==> config.mk <==
export PLATFORM = sky130hd
export DESIGN_NAME = pio_rr_scheduler
export DESIGN_NICKNAME = d
export VERILOG_FILES = /design/src/rtl/pio_sched_pkg.sv /design/src/rtl/rr_pick.sv /design/src/rtl/pio_rr_scheduler.sv
export SDC_FILE = /design/constraint.sdc
export NUM_CORES = 1
export LEC_CHECK = 0
export BUFFER_PORTS_ARGS = -buffer_cell sky130_fd_sc_hd__buf_2
export CORE_MARGIN = 10
export CORE_UTILIZATION = 46
export DETAILED_ROUTE_END_ITERATION = 16
export PLACE_DENSITY_LB_ADDON = 0.08
export REMOVE_ABC_BUFFERS = 1
export SKIP_CTS_REPAIR_TIMING = 1
export SYNTH_ARGS = -nofsm -noshare
export SYNTH_HDL_FRONTEND = slang
export SYNTH_HIERARCHICAL = 1
export SYNTH_SLANG_ARGS = --single-unit
==> constraint.sdc <==
create_clock -name clk_clk -period 3.52 [get_ports clk_clk]
set_input_delay 0 -clock clk_clk [delete_from_list [all_inputs] [get_ports clk_clk]]
set_output_delay 0 -clock clk_clk [all_outputs]
set_load 0.05 [all_outputs]
==> src/rtl/pio_sched_pkg.sv <==
// Shared types and default sizing for the PIO round-robin scheduler.
package pio_sched_pkg;

    localparam int N_CH_DEFAULT    = 8;
    localparam int DW_DEFAULT      = 8;
    localparam int CH_W_DEFAULT    = $clog2(N_CH_DEFAULT);
    localparam int TIMEOUT_DEFAULT = 255;

    // Transaction phases of the aux-path owner
    typedef enum logic [1:0] {
        IDLE  = 2'd0,
        ISSUE = 2'd1,
        WAIT  = 2'd2,
        DONE  = 2'd3
    } sched_state_t;

endpackage

==> src/rtl/rr_pick.sv <==
// Rotate-priority picker: first set request at or above ptr, wrapping to 0.
module rr_pick
    import pio_sched_pkg::*;
#(
    parameter int N_CH = N_CH_DEFAULT,
    parameter int CH_W = CH_W_DEFAULT
) (
    input  logic [N_CH-1:0] req,
    input  logic [CH_W-1:0] ptr,
    output logic            found,
    output logic [CH_W-1:0] index
);

    logic [2*N_CH-1:0] req_dbl;
    logic [N_CH-1:0]   req_rot;
    logic [CH_W-1:0]   offset;

    // Rotating the doubled vector puts channel ptr at bit 0, so the lowest
    // set bit of req_rot is the distance from ptr to the winner.
    assign req_dbl = {req, req} >> ptr;
    assign req_rot = req_dbl[N_CH-1:0];

    // Lowest set bit of the rotated request vector
    always_comb begin
        offset = '0;
        for (int i = N_CH - 1; i >= 0; i--) begin
            if (req_rot[i]) begin
                offset = CH_W'(i);
            end
        end
    end

    assign found = |req;
    // N_CH is a power of two, so the CH_W-bit add wraps modulo N_CH
    assign index = ptr + offset;

endmodule

==> src/rtl/pio_rr_scheduler.sv <==
// Round-robin owner of the shared aux processing path for the PIO channels.
module pio_rr_scheduler
    import pio_sched_pkg::*;
#(
    parameter int N_CH    = N_CH_DEFAULT,
    parameter int DW      = DW_DEFAULT,
    parameter int TIMEOUT = TIMEOUT_DEFAULT,
    parameter int CH_W    = $clog2(N_CH)
) (
    input  logic               clk_clk,
    input  logic               reset_reset,
    input  logic [N_CH-1:0]    req,
    input  logic [N_CH*DW-1:0] in_data,
    output logic [DW-1:0]      aux_out_data,
    output logic               aux_out_valid,
    output logic [CH_W-1:0]    aux_out_ch,
    input  logic [DW-1:0]      aux_in_data,
    input  logic               aux_in_valid,
    output logic [N_CH*DW-1:0] out_data,
    output logic [N_CH-1:0]    out_valid,
    output logic [N_CH-1:0]    grant,
    output logic [N_CH-1:0]    err,
    input  logic               err_clr,
    output logic               busy
);

    localparam int              TW       = $clog2(TIMEOUT + 1);
    // Counter value on the edge where the TIMEOUT-th WAIT cycle ends
    localparam logic [TW-1:0]   TMO_LAST = TW'(TIMEOUT - 1);

    sched_state_t    state_reg, state_next;
    logic [CH_W-1:0] ptr_reg;
    logic [CH_W-1:0] ch_reg;
    logic [DW-1:0]   aux_data_reg;
    logic            aux_valid_reg;
    logic [N_CH-1:0] grant_reg;
    logic [TW-1:0]   cnt_reg;
    logic [DW-1:0]   resp_reg;

    logic            pick_found;
    logic [CH_W-1:0] pick_index;

    logic            load_next;
    logic            issue_next;
    logic            resp_next;
    logic            tmo_next;
    logic            done_next;

    rr_pick #(
        .N_CH (N_CH),
        .CH_W (CH_W)
    ) u_pick (
        .req   (req),
        .ptr   (ptr_reg),
        .found (pick_found),
        .index (pick_index)
    );

    // State register
    always_ff @(posedge clk_clk or posedge reset_reset) begin
        if (reset_reset) begin
            state_reg <= IDLE;
        end else begin
            state_reg <= state_next;
        end
    end

    // Next state plus the one-cycle action strobes that steer the datapath
    always_comb begin
        state_next = state_reg;
        load_next  = 1'b0;
        issue_next = 1'b0;
        resp_next  = 1'b0;
        tmo_next   = 1'b0;
        done_next  = 1'b0;
        case (state_reg)
            IDLE: begin
                if (pick_found) begin
                    load_next  = 1'b1;
                    state_next = ISSUE;
                end
            end
            ISSUE: begin
                issue_next = 1'b1;
                state_next = WAIT;
            end
            WAIT: begin
                // A response on the last allowed cycle still counts
                if (aux_in_valid) begin
                    resp_next  = 1'b1;
                    state_next = DONE;
                end else if (cnt_reg == TMO_LAST) begin
                    tmo_next   = 1'b1;
                    state_next = IDLE;
                end
            end
            DONE: begin
                done_next  = 1'b1;
                state_next = IDLE;
            end
            default: begin
                state_next = IDLE;
            end
        endcase
    end

    // Shared datapath: channel capture, aux handshake, timeout counter, pointer
    always_ff @(posedge clk_clk or posedge reset_reset) begin
        if (reset_reset) begin
            ptr_reg       <= '0;
            ch_reg        <= '0;
            aux_data_reg  <= '0;
            aux_valid_reg <= 1'b0;
            grant_reg     <= '0;
            cnt_reg       <= '0;
            resp_reg      <= '0;
        end else begin
            if (load_next) begin
                // Byte is frozen here so later in_data changes do not leak through
                ch_reg       <= pick_index;
                aux_data_reg <= in_data[pick_index*DW +: DW];
            end
            if (issue_next) begin
                grant_reg     <= N_CH'(1) << ch_reg;
                aux_valid_reg <= 1'b1;
                cnt_reg       <= '0;
            end
            if (state_reg == WAIT) begin
                cnt_reg <= cnt_reg + TW'(1);
            end
            if (resp_next) begin
                resp_reg <= aux_in_data;
            end
            if (tmo_next || done_next) begin
                grant_reg     <= '0;
                aux_valid_reg <= 1'b0;
                ptr_reg       <= ch_reg + CH_W'(1);
            end
        end
    end

    // Per-channel result register, update pulse and sticky timeout flag
    for (genvar gi = 0; gi < N_CH; gi++) begin : gen_ch
        logic          sel;
        logic [DW-1:0] data_reg;
        logic          valid_reg;
        logic          err_reg;

        assign sel = (ch_reg == CH_W'(gi));

        // A timeout set in the same cycle as err_clr takes priority
        always_ff @(posedge clk_clk or posedge reset_reset) begin
            if (reset_reset) begin
                data_reg  <= '0;
                valid_reg <= 1'b0;
                err_reg   <= 1'b0;
            end else begin
                valid_reg <= done_next && sel;
                if (done_next && sel) begin
                    data_reg <= resp_reg;
                end
                err_reg <= (tmo_next && sel) || (err_reg && !err_clr);
            end
        end

        assign out_data[gi*DW +: DW] = data_reg;
        assign out_valid[gi]         = valid_reg;
        assign err[gi]               = err_reg;
    end

    assign aux_out_data  = aux_data_reg;
    assign aux_out_valid = aux_valid_reg;
    assign aux_out_ch    = ch_reg;
    assign grant         = grant_reg;
    assign busy          = (state_reg != IDLE);

endmodule
==> results of run 1 <==
-- metrics by stage --
step                      hold slack [ps]  utilization, %  setup TNS, ps
after floorplan                       151               -          -6250
after global placement                164            55.2              0
after detailed placement              175            55.2           -541
after CTS                            -272            59.7           -691
after global routing                 69.2            61.1          -2200
final                                47.0            61.1           -806
-- cell families (layout without fill, tap and decap cells) --
| kind of cell | Yosys count | count (layout) |
|---|---|---|
| DFF | 121 | 121 |
| muxes | 120 | 120 |
| and+or+nand+nor | 69 | 69 |
| buffers and inverters | 60 | 271 |
| AOI/OAI and AO/OA | 50 | 50 |
| adders and majority gates | 15 | 15 |
| xor gates and xnor gates | 4 | 4 |
-- synthesized netlist by cell type (all sizes together) --
master,number,area (um2)
dfrtp,121,3030
mux2,81,916
buf,28,201
inv,26,97.6
nand2,26,97.6
mux4,23,544
mux2i,16,160
ha,14,175
o21ai,14,70.1
nand3,12,60.1
a21oi,8,40.0
nand2b,7,43.8
nor2,7,26.3
clkbuf,6,22.5
a22o,5,43.8
a31oi,5,31.3
a32o,3,30.0
nor2b,3,18.8
nor3,3,15.0
nor4,3,33.8
a21o,2,16.3
and2,2,13.8
and3,2,13.8
nand4,2,18.8
o211ai,2,15.0
o21a,2,15.0
o22ai,2,12.5
xnor2,2,17.5
xor2,2,17.5
a211o,1,8.76
a211oi,1,12.5
a21bo,1,10.0
a41o,1,10.0
fa,1,20.0
nor3b,1,7.51
o2111ai,1,8.76
o211a,1,10.0
o311ai,1,8.76
or2,1,8.76
-- layer usage --
layer / vias to the layer above / global-route usage (%)
li1: 1976 / -
met1: 2182 / 20.1
met2: 120 / 30.8
met3: 24 / 4.92
met4: 0 / 7.32
met5: - / 0
-- final timing paths --
path,startpoint,end,slack [ps],cells after the start
worst max-delay path,ptr_reg[0],aux_out_data[0],-130,15
worst min-delay path,err_clr,gen_ch[1].err_reg,50,3
worst max register to register,ptr_reg[0],aux_out_data[0],-130,15
worst min register to register,aux_out_data[1],aux_out_data[1],480,2
max in group asynchronous,reset_reset,gen_ch[6].data_reg[7],2460,4
min in group asynchronous,reset_reset,gen_ch[7].data_reg[1],270,3
-- cell type report --
| class | instances | share of cell area [%] |
|---|---|---|
| sequential | 121 | 39.4 |
| multi-input combinational | 258 | 33.4 |
| timing repair buffer | 214 | 15.8 |
| clock buffer | 24 | 6.40 |
| tap | 172 | 2.80 |
| inverter | 26 | 1.30 |
| clock inverter | 7 | 0.880 |
-- cell usage in the layout (no fill, tap or decap), types with 8 or more instances in the layout --
cell type	instances
nand2_1	26
a21oi_1	8
inv_1	23
buf_2	184
mux2_2	80
nand3_1	12
o21ai_0	10
ha_1	13
dfrtp_1	121
clkbuf_16	18
buf_4	15
mux4_2	20
dlygate4sd3_1	10
mux2i_1	15
-- worst reg2reg max path, stage by stage, from the launching register on --
cell and delay, ps:
dfrtp_1 390, buf_6 140, mux4_2 530, mux2i_1 230, a21bo_2 250, a31oi_1 140, ha_2 200, inv_2 40
fa_2 360, xnor2_2 160, xnor2_2 240, buf_4 180, buf_8 130, mux4_2 290, mux2i_1 130, o21ai_0 90
==> reports/metrics.yaml, run 1 <==
synth:
  yosysSeqAreaShare_pct: 51.3
  synth_compound_area_share_pct: 5.81
  synth_top_family_by_area: "multiplexers"
  netlist_area_um2: 5900
  synthAdderAreaFrac_pct: 3.31
  synthCells: 439
  synthMuxAreaShare_pct: 27.5
  ys_types: 50
  ys.warnings.count: 6
  synth.ff_latch_count: 121
  syn_area_per_cell_um2: 13.4
  yosys.area_share.simple_pct: 6.06
  yosys.area_share.xor_xnor_pct: 0.594
cells_and_area:
  nFillCells: 1078
  syn2layout_area_growth_pct: 30.2
  largest_register_ffs: 64
  final_cells: 822
  diodes: 0
  multi_input_comb_area_um2: 2560
  fin_area_um2: 7680
  nets: 737
  final-seq-area_um2: 3030
  layout-drive-gt1-share_pct: 53.8
global_routing:
  gr-total-overflow: 0
  track_usage_pct: 17.7
  grt_pass1_wl_um: 25000
  grt_max_degree: 68
  antenna_found_initial: 0
  grt_pass1_vias: 4585
sta:
  slew_viol_final: 0
  max_freq_ghz: 0.274
  clock-skew-final_ps: 6.70
  rsz0062_at_grt: "yes"
  period_minus_slack_ps: 3650
  fin_crit_sh_pct: 104
  fin_ws_ps: -130
  setup_viol: 8
  hold_viol: 0
  slew_headroom_pct: 52.5
  worst-slew-pin-transition_ps: 711
clock_network:
  clk-insertion-delay-late_ps: 410
  cts_buffers: 17
  clk_pin_slew_worst_paths_ps: 50
  clock_path_buffers: 2
  cts_sinks: 121
  cts_tree: "done"
  htree_levels: 4
  cts_root_buf: "clkbuf_16"
detailed_routing:
  highest_layer: "met4"
  drc: 0
  routed-via-count: 4302
  wl_met1_um: 6410
  first_pass_iters: 4
  detail-route-antenna-nets: 0
  wl_met2_um: 8470
  drtIter0Drc: 187
  wl_per_cell_um: 19.5
  met3WireLength_um: 810
  routed_wl_um: 16100
  viasPerCell: 5.23
placed_design:
  dp_slack_ps: -96.3
  placed_cell_area_um2: 6940
  dp_hpwl_um: 12000
  portBuffers: 184
  gp_congestion: 0.875
  dp_cells: 774
die:
  num_rows: 41
  dieWidth_um: 133
  die_h_um: 133
  pin_count: 185
  die-area_um2: 17800
  start_util_pct: 46.9
  coreArea_um2: 12600
outcome:
  violations: "negative setup slack"
  status: "finished, violations left"
critical_path:
  worst_path_max_delay_cell: "mux4_2"
  worstPathMaxFanout: 8
  endpoint_kind: "flop"
  cp-start-kind: "flop"
  path_class: "flop to flop"
  cp_num_buf_inv: 4
  path_cells: "buf_6 -> mux4_2 -> mux2i_1 -> a21bo_2 -> a31oi_1 -> ha_2 -> inv_2 -> fa_2 -> xnor2_2 -> xnor2_2 -> buf_4 -> buf_8 -> mux4_2 -> mux2i_1 -> o21ai_0"
  critPathTopFamily: "multiplexers"
  cpPeakStageDelay_ps: 530
  cp.required_ps: 3780
  cp.arrival_ps: 3910
run:
  drv_cap: 0
min_path:
  min_path_type: "primary input to flop"
Power of run 1 is left out: the tool's default activity adds up to more than one toggle a clock period on the data nets, which glitch-free logic cannot reach.
==> inputs of run 2 (changes only) <==
CORE_UTILIZATION = 48   (was 46)
CTS_BUF_LIST = sky130_fd_sc_hd__clkbuf_2 sky130_fd_sc_hd__clkbuf_4 sky130_fd_sc_hd__clkbuf_8   (was default)
==> run 2 against run 1 <==
The run still ends with negative setup slack left; sequential share of layout area is 0.86 points higher; critical path depth decreased by 1; die area decreased by 3.5%; global-route usage is 0.85 points lower; register-to-register slack better by 60 ps; fmax increased by 1.8%; routed wire length down 7.2%; cell count decreased by 3.6%; utilization up 1.5 points; via count fell by 2.6%; clock-buffer cell count decreased by 7; clock skew is 5.0 ps higher; critical path type unchanged; critical endpoint is now aux_out_data[4].
==> reports/metrics.yaml, run 2 (same netlist as run 1, synthesis figures left out) <==
die:
  die_h_um: 131  # -1.8%
  coreArea_um2: 12000  # -4.4%
  num_rows: 40  # -2.4%
  die-area_um2: 17100  # -3.5%
  start_util_pct: 49.1  # +2.2 points
  dieWidth_um: 131  # -1.8%
  pin_count: 185  # unchanged
clock_network:
  clk-insertion-delay-late_ps: 420  # about the same
  cts_tree: "done"
  cts_buffers: 17  # unchanged
  cts_root_buf: "clkbuf_8"
  clock_path_buffers: 2  # unchanged
  htree_levels: 4  # unchanged
  cts_sinks: 121  # unchanged
  clk_pin_slew_worst_paths_ps: 70  # +20 ps
outcome:
  violations: "negative setup slack"
  status: "finished, violations left"
critical_path:
  ff2ff_setup_slack_ps: -70  # +60 ps
  cp_num_buf_inv: 2  # -2
  cp.required_ps: 3790  # about the same
  path_class: "flop to flop"
  path_cells: "mux4_2 -> mux2i_4 -> o311ai_2 -> a21bo_2 -> a31oi_1 -> ha_1 -> inv_1 -> fa_2 -> xnor2_4 -> xnor2_4 -> clkbuf_16 -> mux4_2 -> mux2i_1 -> o21ai_0"
  cpPeakStageDelay_ps: 570  # +40 ps
  worst_path_max_delay_cell: "mux4_2"
  critPathTopFamily: "multiplexers"
  worstPathMaxFanout: 8  # unchanged
  cp.arrival_ps: 3860  # -50 ps
  cp-start-kind: "flop"
  endpoint_kind: "flop"
placed_design:
  gp_congestion: 0.899  # +2.8%
  dp_cells: 748  # -3.4%
  portBuffers: 184  # unchanged
  dp_hpwl_um: 11200  # -6.3%
  dp_slack_ps: -173  # -76.2 ps
sta:
  max_freq_ghz: 0.279  # +1.8%
  clock-skew-final_ps: 11.7  # +5.00 ps
  period_minus_slack_ps: 3590  # -63.3 ps
  setup_viol: 7  # -1
  worst-slew-pin-transition_ps: 719  # +7.71 ps
  slew_viol_final: 0  # unchanged
  slew_headroom_pct: 52.1  # -0.40 points
  hold_viol: 0  # unchanged
  rsz0062_at_grt: "yes"
  fin_ws_ps: -66.5  # +63.3 ps
  fin_crit_sh_pct: 102  # -1.8 points
global_routing:
  antenna_found_initial: 0  # unchanged
  gr-total-overflow: 0  # unchanged
  track_usage_pct: 16.9  # -0.85 points
  grt_pass1_vias: 4409  # -3.8%
  grt_max_degree: 69  # +1.5%
  grt_pass1_wl_um: 22600  # -9.6%
cells_and_area:
  final-seq-area_um2: 3030  # unchanged
  final_cell_mix: "184 x buf_2, 121 x dfrtp_1, 80 x mux2_2"
  multi_input_comb_area_um2: 2600  # +1.3%
  diodes: 0  # unchanged
  syn2layout_area_growth_pct: 27.4
  layout-drive-gt1-share_pct: 53.6  # -0.20 points
  final_common_cell: "buf_2"
  nFillCells: 996  # -7.6%
  final_cells: 792  # -3.6%
  largest_register_ffs: 64  # unchanged
  nets: 732  # -0.68%
detailed_routing:
  wl_per_cell_um: 18.8  # -3.7%
  routed-via-count: 4192  # -2.6%
  detail-route-antenna-nets: 0  # unchanged
  routed_wl_um: 14900  # -7.2%
  first_pass_iters: 4  # unchanged
  drtIter0Drc: 225  # +20%
  drc: 0  # unchanged
  viasPerCell: 5.29  # +1.1%
min_path:
  min_path_type: "primary input to flop"
run:
  drv_cap: 0  # unchanged
[run 2: worst paths after layout]
| kind | cells after the start | startpoint | endpoint |
|---|---|---|---|
| worst min register to register | 2 | aux_out_data[2] | aux_out_data[2] |
| max in group asynchronous | 4 | reset_reset | gen_ch[4].data_reg[4] |
| worst min-delay path | 3 | err_clr | gen_ch[3].err_reg |
| min in group asynchronous | 3 | reset_reset | resp_reg[2] |
| worst max register to register | 14 | ptr_reg[0] | aux_out_data[4] |
| worst max-delay path | 14 | ptr_reg[0] | aux_out_data[4] |
[run 2: layer usage]
layer  global-route usage [%]  up-vias  wire length (um)
li1                         -     1967                 -
met1                     20.1     2072              6130
met2                     28.9      145              7710
met3                     6.24        8               997
met4                     2.94        0                57
met5                        0        -                 0
[run 2: layout make-up]
class	instances	area share (%)
Sequential cell	121	40.3
Multi-Input combinational cell	258	34.5
Inverter	26	1.33
Timing Repair Buffer	209	16.0
Clock buffer	17	3.11
Tap cell	147	2.45
Clock inverter	14	2.31
[run 2: worst min-delay path, delay by kind of cell]
kind	cells	cell delay (ps)
compound gates	1	230
buf+inv	2	190
[run 2: metrics by stage]
stage	instance area (um2)	hold slack, ps	utilization [%]	TNS, ps
2_1_floorplan	5680	151	-	-6250
3_3_place_gp	6910	157	57.5	0
3_5_place_dp	6910	177	57.5	-1300
4_1_cts	7310	-302	60.9	-1430
5_1_grt	7520	19.0	62.6	-1610
6_report	7520	36.0	62.6	-309
Power of run 2 is left out for the same reason.
==> inputs of run 3 (changes only) <==
CTS_BUF_LIST = sky130_fd_sc_hd__clkbuf_2   (was sky130_fd_sc_hd__clkbuf_2 sky130_fd_sc_hd__clkbuf_4 sky130_fd_sc_hd__clkbuf_8)
PLACE_DENSITY_LB_ADDON = 0.25   (was 0.08)
clock period = 3.12 ns   (was 3.52 ns; I/O delays follow)
==> run 3 against run 2 <==
The flow finishes with violations (negative hold slack, negative setup slack); via count rose by 14%; fmax fell by 6.7%; setup slack got worse by 660 ps; sequential share of layout area fell by 3.0 points; non-clock buffer count rose by 84; hold slack got worse by 53 ps; sequential cell count did not move; critical path depth did not move; clock skew rose by 19 ps; global-route usage rose by 0.81 points; critical endpoint is now aux_out_data[7]; largest cell class unchanged.
==> reports/metrics.yaml, run 3 (same netlist as run 1, synthesis figures left out) <==
sta:
  slew_viol_final: 0  # unchanged
  setup_tns_ps: -4910  # -4600 ps
  fin_ws_ps: -725  # -659 ps
  fin_crit_sh_pct: 123  # +21 points
  worst-slew-pin-transition_ps: 832  # +113 ps
  setup_viol: 10  # +3
  slew_headroom_pct: 44.6  # -7.5 points
  max_freq_ghz: 0.260  # -6.7%
  hold_ws_ps: -16.7  # -52.7 ps
  hold_viol: 9  # +9
  rsz0062_at_grt: "yes"
  period_minus_slack_ps: 3850  # +259 ps
  clock-skew-final_ps: 31.0  # +19.3 ps
detailed_routing:
  routed_wl_um: 18400  # +23%
  routed-via-count: 4781  # +14%
  detail-route-antenna-nets: 0  # unchanged
  first_pass_iters: 6  # +2
  drtIter0Drc: 223  # -0.89%
  wl_per_cell_um: 20.9  # +11%
  viasPerCell: 5.44  # +2.8%
  drc: 0  # unchanged
global_routing:
  grt_use_met1_pct: 20.8  # +0.63 points
  grt_pass1_vias: 4573  # +3.7%
  gr-total-overflow: 0  # unchanged
  grt_pass1_wl_um: 23200  # +2.6%
  grt_max_degree: 70  # +1.4%
  grt_busiest_layer: "met2"
  use_met2_pct: 29.5  # +0.59 points
  use_met3_pct: 5.56  # -0.68 points
  track_usage_pct: 17.7  # +0.81 points
  antenna_found_initial: 2  # +2
clock_network:
  htree_levels: 4  # unchanged
  clk_pin_slew_worst_paths_ps: 200  # +130 ps
  clock_path_buffers: 2  # unchanged
  cts_tree: "done"
  cts_buffers: 17  # unchanged
  cts_sinks: 121  # unchanged
  clk-insertion-delay-late_ps: 720  # +300 ps
  cts_root_buf: "clkbuf_2"
die:
  die-area_um2: 17100  # unchanged
  num_rows: 40  # unchanged
  dieWidth_um: 131  # unchanged
  coreArea_um2: 12000  # unchanged
  die_h_um: 131  # unchanged
  start_util_pct: 49.1  # unchanged
  pin_count: 185  # unchanged
power_and_ir_drop:
  peakVddDrop_mv: 0.869
  p_leak_uw: 0.00422
  power.total_uw: 10300
  p_per_area_nw_per_um2: 1270
run:
  drv_cap: 0  # unchanged
cells_and_area:
  fin_area_um2: 8130  # +8.2%
  final_common_cell: "buf_2"
  final_cell_mix: "184 x buf_2, 121 x dfrtp_1, 80 x mux2_2"
  nets: 816  # +11%
  largest_register_ffs: 64  # unchanged
  syn2layout_area_growth_pct: 37.8
  layout-drive-gt1-share_pct: 49.6  # -4.1 points
  postLayoutCoreUtil_pct: 67.7  # +5.1 points
critical_path:
  cp-start-kind: "flop"
  worst_path_max_delay_cell: "mux4_2"
  worstPathMaxFanout: 8  # unchanged
  path_cells: "buf_6 -> mux4_2 -> and2_1 -> a211o_1 -> a31oi_2 -> ha_1 -> inv_1 -> fa_2 -> xnor2_2 -> xnor2_2 -> clkbuf_16 -> mux4_2 -> mux2i_1 -> o21ai_0"
  endpoint_kind: "flop"
  cpPeakStageDelay_ps: 530  # -40 ps
  path_class: "flop to flop"
  cp.arrival_ps: 4430  # +570 ps
  cp.required_ps: 3710  # -80 ps
placed_design:
  placed_cell_area_um2: 7050  # +2.0%
  gp_congestion: 0.850  # -5.4%
  dp_hpwl_um: 11800  # +5.4%
  portBuffers: 184  # unchanged
outcome:
  violations: "negative hold slack, negative setup slack"
  status: "finished, violations left"
min_path:
  min_path_type: "primary input to async pin"
run 3: worst max-delay path, delay by kind of cell, from the launching register on:
kind / cells / cell delay [ps]
xor gates and xnor gates: 2 / 460
adders and majority gates: 2 / 530
and+or+nand+nor: 1 / 210
AOI/OAI and AO/OA: 3 / 580
buffers and inverters: 3 / 440
muxes: 3 / 1080
DFF: 1 / 430
run 3: final timing paths:
| check | from | end | slack, ps | cells past startpoint |
|---|---|---|---|---|
| max in group asynchronous | reset_reset | aux_out_data[3] | 2350 | 4 |
| setup reg to reg | ptr_reg[0] | aux_out_data[7] | -730 | 14 |
| hold reg to reg | aux_out_data[1] | aux_out_data[1] | 500 | 2 |
| min in group clk_clk | aux_in_data[4] | resp_reg[4] | 80 | 3 |
| hold / removal | reset_reset | gen_ch[3].data_reg[2] | -20 | 3 |
| setup / recovery | ptr_reg[0] | aux_out_data[7] | -730 | 14 |
run 3: report_power, final:
part / switching [uW] / internal (uW)
clock network: 577 / 515
logic: 3930 / 2640
registers: 477 / 2160
total: 4980 / 5320
run 3: layer usage:
metal,vias to the layer above,part of all wire (%),routed length (um)
met5,-,0,0
met4,0,4.4,812
met3,61,7.4,1360
met2,225,52,9560
met1,2368,36,6650
li1,2127,-,-
run 3: final cells by class:
type	count	area, um2
Sequential cell	121	3030
Antenna cell	4	10.0
Tap cell	147	184
Fill cell	867	3880
Inverter	26	100
Multi-Input combinational cell	258	2560
Clock buffer	19	95.1
Timing Repair Buffer	293	2000
Clock inverter	11	155
run 3: metrics by stage:
stage                     setup WS (ps)  cells
after floorplan                   -1140    405
after global placement             -311    765
after detailed placement           -526    765
after CTS                          -531    795
after global routing               -823    877
final                              -725    879
Note: power is estimated with default switching activity, not from simulation.
